[src/rtl/hack_pkg.sv]
// hack_pkg: sequencer states, Hack instruction field positions and datapath widths
package hack_pkg;
  localparam int WORD_W = 16;
  localparam int ADDR_W = 15;
  localparam int A_BIT = 12;
  localparam int COMP_HI = 11;
  localparam int COMP_LO = 6;
  localparam int DEST_A = 5;
  localparam int DEST_D = 4;
  localparam int DEST_M = 3;
  localparam int J_LT = 2;
  localparam int J_EQ = 1;
  localparam int J_GT = 0;
  typedef enum logic [1:0] {FETCH, DECODE, READ, EXEC} state_t;
endpackage

[src/rtl/hack_jump_cond.sv]
// hack_jump_cond: decides whether a C-instruction jump is taken from its jump bits and the ALU flags
module hack_jump_cond
  import hack_pkg::*;
(
  input  logic [2:0] jmp,
  input  logic       zr,
  input  logic       ng,
  output logic       take
);
  assign take = (jmp[J_LT] & ng) | (jmp[J_EQ] & zr) | (jmp[J_GT] & ~ng & ~zr);
endmodule

[src/rtl/hack_cpu_ctrl.sv]
// hack_cpu_ctrl: multi-cycle Hack sequencer owning A, D and PC, driving the external ALU and memories
module hack_cpu_ctrl
  import hack_pkg::*;
#(
  parameter logic [ADDR_W-1:0] PC_RESET = '0
) (
  input  logic              clk,
  input  logic              reset,
  output logic              instr_req,
  output logic [ADDR_W-1:0] instr_addr,
  input  logic [WORD_W-1:0] instr_data,
  input  logic              instr_valid,
  output logic              mem_re,
  input  logic              mem_rvalid,
  input  logic [WORD_W-1:0] mem_rdata,
  output logic              mem_we,
  output logic [ADDR_W-1:0] mem_addr,
  output logic [WORD_W-1:0] mem_wdata,
  output logic [WORD_W-1:0] alu_x,
  output logic [WORD_W-1:0] alu_y,
  output logic [5:0]        alu_ctrl,
  input  logic [WORD_W-1:0] alu_out,
  input  logic              alu_zr,
  input  logic              alu_ng,
  output logic [ADDR_W-1:0] pc,
  output logic [WORD_W-1:0] a_reg,
  output logic [WORD_W-1:0] d_reg
);
  state_t state, nxt;
  logic [WORD_W-1:0] ir, m;
  logic take;
  hack_jump_cond u_jump (
    .jmp (ir[J_LT:J_GT]),
    .zr  (alu_zr),
    .ng  (alu_ng),
    .take(take)
  );
  always_comb begin
    nxt = (state == FETCH)  ? (instr_valid ? DECODE : FETCH) :
          (state == DECODE) ? (!ir[WORD_W-1] ? FETCH : ir[A_BIT] ? READ : EXEC) :
          (state == READ)   ? (mem_rvalid ? EXEC : READ) : FETCH;
    instr_req = !reset && state == FETCH;
    mem_re = !reset && state == READ;
    mem_we = !reset && state == EXEC && ir[DEST_M];
  end
  assign instr_addr = pc;
  assign mem_addr = a_reg[ADDR_W-1:0];
  assign mem_wdata = alu_out;
  assign alu_x = d_reg;
  assign alu_y = ir[A_BIT] ? m : a_reg;
  assign alu_ctrl = ir[COMP_HI:COMP_LO];
  always_ff @(posedge clk) begin
    if (reset) begin
      state <= FETCH;
      pc <= PC_RESET;
      a_reg <= '0;
      d_reg <= '0;
      ir <= '0;
      m <= '0;
    end else begin
      state <= nxt;
      if (state == FETCH && instr_valid) ir <= instr_data;
      if (state == READ && mem_rvalid) m <= mem_rdata;
      if (state == DECODE && !ir[WORD_W-1]) begin
        a_reg <= {1'b0, ir[ADDR_W-1:0]};
        pc <= pc + 1'b1;
      end
      if (state == EXEC) begin
        if (ir[DEST_A]) a_reg <= alu_out;
        if (ir[DEST_D]) d_reg <= alu_out;
        pc <= take ? a_reg[ADDR_W-1:0] : pc + 1'b1;
      end
    end
  end
endmodule

[config.mk]
export PLATFORM = sky130hd
export DESIGN_NAME = hack_cpu_ctrl
export DESIGN_NICKNAME = d
export VERILOG_FILES = /design/src/rtl/hack_pkg.sv /design/src/rtl/hack_jump_cond.sv /design/src/rtl/hack_cpu_ctrl.sv
export SDC_FILE = /design/constraint.sdc
export NUM_CORES = 1
export LEC_CHECK = 0
export ABC_AREA = 1
export ABC_CLOCK_PERIOD_IN_PS = 3300
export CORE_MARGIN = 2
export CORE_UTILIZATION = 65
export CTS_BUF_LIST = sky130_fd_sc_hd__clkbuf_4
export CTS_CLUSTER_DIAMETER = 50
export CTS_CLUSTER_SIZE = 30
export DETAILED_ROUTE_END_ITERATION = 12
export DONT_BUFFER_PORTS = 1
export PLACE_DENSITY = 0.82
export SYNTH_ARGS = -nofsm -noshare
export SYNTH_HDL_FRONTEND = slang
export SYNTH_SLANG_ARGS = --single-unit
[constraint.sdc]
create_clock -name clk -period 3.3 [get_ports clk]
set_clock_uncertainty 0.15 [all_clocks]
set_input_delay 0.66 -clock clk [delete_from_list [all_inputs] [get_ports clk]]
set_output_delay 0.66 -clock clk [all_outputs]
set_load 0.01 [all_outputs]
==> impl_metrics.py <==
metrics = {
    "setup_path": {
        "crit_chain": "inv_1, o21ai_0",
        "critPathKind": "register to output pin",
        "end_kind": "output pin",
        "startpoint_type": "register",
        "cp_data_required_time_ps": 2490,
        "critPathTopFamily": "flip-flops",
        "crit_arrival_ps": 1910,
        "slowest_stage": "dfxtp_1",
        "crit_path_max_fanout": 25,
        "slowest_delay_ps": 760,
        "cp_num_buf_inv": 1,
    },
    "global_routing": {
        "grt_first_pass_wirelength_um": 16300,
        "grt-ovfl-total": 0,
        "grt_max_degree": 53,
        "grt_use_total_pct": 28.3,
        "grt_antenna_before_repair": 0,
        "grt_pass1_vias": 3303,
    },
    "placed_design": {
        "dpl_worst_slack_ps": 933,
        "io_buffers": 0,
        "gp_congestion": 0.877,
        "dp.cells": 599,
        "dp_hpwl_um": 7520,
    },
    "pwr": {
        "vdd_drop_max_mv": 0.287,
        "p_sw_share_pct": 30.2,
        "pwr-share-comb_pct": 11.1,
        "power_density_nw_per_um2": 522,
        "switching_power_mw": 0.613,
        "p_leak_nw": 1.52,
        "pwr-share-seq_pct": 56.4,
        "intPower_mw": 1.42,
        "p_clk_share_pct": 32.4,
    },
    "synthesis": {
        "yosysSeqAreaShare_pct": 37.8,
        "avgSynthCellArea_um2": 6.90,
        "synth-seq-cells": 81,
        "synth_top_cell_by_area": "dfxtp_1",
        "syn_area_um2": 4290,
        "yosysTopAreaCellShare_pct": 37.8,
        "syn_inst": 622,
        "yosys_warnings": 0,
        "yosysUniqueCellTypes": 26,
        "syn_nets": 677,
        "synthTopCellsByArea": "dfxtp_1, buf_4, o21ai_0",
    },
    "finish": {
        "drive_gt1_share_pct": 4.46,
        "antenna_cells": 0,
        "syn_to_final_growth_pct": -9.41,
        "nets": 588,
        "mostFrequentLayoutCells": "nand2_1, o21ai_0, dfxtp_1",
        "fin_cells": 615,
        "final_common_cell": "nand2_1",
    },
    "clocking": {
        "cts-resized-gates": 0,
        "clk_path_buf_depth": 2,
        "ctsHtreeMaxLevel": 3,
        "clock-root-buffer": "clkbuf_4",
        "cts.sinks": 81,
        "cts_buffers": 9,
        "cts_hold_buf": 0,
        "post_cts_buffers": 0,
        "worstSkewPairLatency_ps": 410,
        "clk_pin_slew_ps": 130,
        "tritoncts": "done",
    },
    "worst_hold_path": {
        "hp-class": "input pin to register",
    },
    "die": {
        "core.rowCount": 29,
        "coreArea_um2": 6390,
        "pin_count": 188,
        "die_w_um": 85.3,
        "start_util_pct": 67.2,
        "dieArea_um2": 7270,
        "die_h_um": 85.3,
    },
    "sta": {
        "period_needed_ps": 2720,
        "rsz0062_at_grt": "false",
        "fmax_ghz": 0.368,
        "max_slew.worst_pin.slew_ps": 821,
        "setup_slack_ps": 580,
        "max_slew_margin_pct": 45.2,
        "setup-tns-final_ps": 0,
        "final-max-slew-violation-count": 0,
        "finalHoldViolCount": 0,
        "setup_viol": 0,
        "fin_crit_sh_pct": 82.4,
    },
    "flow_run": {
        "cap_viol_max_count": 0,
    },
    "drt": {
        "drtIter0Drc": 262,
        "routed_wl_um": 10500,
        "ant_nets": 0,
        "dr_total_vias": 3708,
        "route.detailed.drc": 0,
        "dr.pass1.iters": 5,
        "routedWlPerCell_um": 17.1,
        "vias_per_cell": 6.03,
    },
    "status": {
        "status": "completed",
    },
}
power groups by stage:
stage | clock network (mW) | registers (mW) | logic [mW]
after floorplan | 0 | 1.11 | 0.294
after global placement | 0 | 1.16 | 0.213
after detailed placement | 0 | 1.17 | 0.223
after CTS | 0.665 | 1.14 | 0.224
after global routing | 0.704 | 1.16 | 0.257
final | 0.658 | 1.15 | 0.226
cell usage after synthesis:
cell,instances
dfxtp_1,81
nand4_1,5
a22oi_1,1
nand2_1,97
buf_6,3
nor3_1,4
ha_1,1
a21boi_0,1
xor2_1,3
nand2_2,1
nor2_1,55
o21ai_0,85
buf_4,70
nand3_1,53
buf_2,7
inv_1,55
o211ai_1,1
nor2_2,1
a31oi_1,2
or2_2,1
clkbuf_1,22
a21oi_1,64
nor2_4,2
inv_2,2
o21ai_1,2
a21o_1,3
final timing paths:
path	start	end	slack, ps	cells after the start
min reg2reg	m[11]	m[11]	320	2
min	reset	alu_x[7]	140	1
max reg2reg	state[0]	instr_addr[4]	830	7
max	ir[12]	alu_y[2]	580	2
stage by stage:
| stage | hold slack (ps) | total power [mW] | util [%] | area [um^2] |
|---|---|---|---|---|
| floorplan | 274 | 1.41 | - | 4290 |
| global placement | 288 | 1.38 | 58.4 | 3730 |
| detailed placement | 296 | 1.39 | 58.4 | 3730 |
| CTS | 120 | 2.03 | 60.9 | 3890 |
| global route | 118 | 2.12 | 60.9 | 3890 |
| finish | 144 | 2.03 | 60.9 | 3890 |
logic make-up after synthesis:
family | synth area share, %
fa+ha+maj | 0.291
buf+inv | 20.8
xor+xnor | 0.612
compound gates | 18.9
simple gates | 21.6
flops | 37.8
routing by layer:
layer | global-route usage [%] | vias up | routed length (um)
met4 | 11.3 | 0 | 255
met5 | 0 | - | 0
met2 | 45.4 | 173 | 5000
li1 | - | 1774 | -
met3 | 9.63 | 23 | 993
met1 | 35.0 | 1738 | 4290
worst reg2reg max path, cell delays in order (launching register included):
cell and delay (ps):
dfxtp_1 460, nand2_1 130, nor2_4 370, inv_2 150
nand2_1 630, o21ai_0 240, a21oi_1 170, nor2_1 60
area by class of cell:
class	count	area, um^2
Fill cell	615	2500
Multi-Input combinational cell	382	1780
Sequential cell	81	1620
Inverter	57	214
Tap cell	77	96.3
Clock inverter	7	93.8
Clock buffer	9	67.6
Timing Repair Buffer	2	15.0
Power figures use the tool's default switching activity.
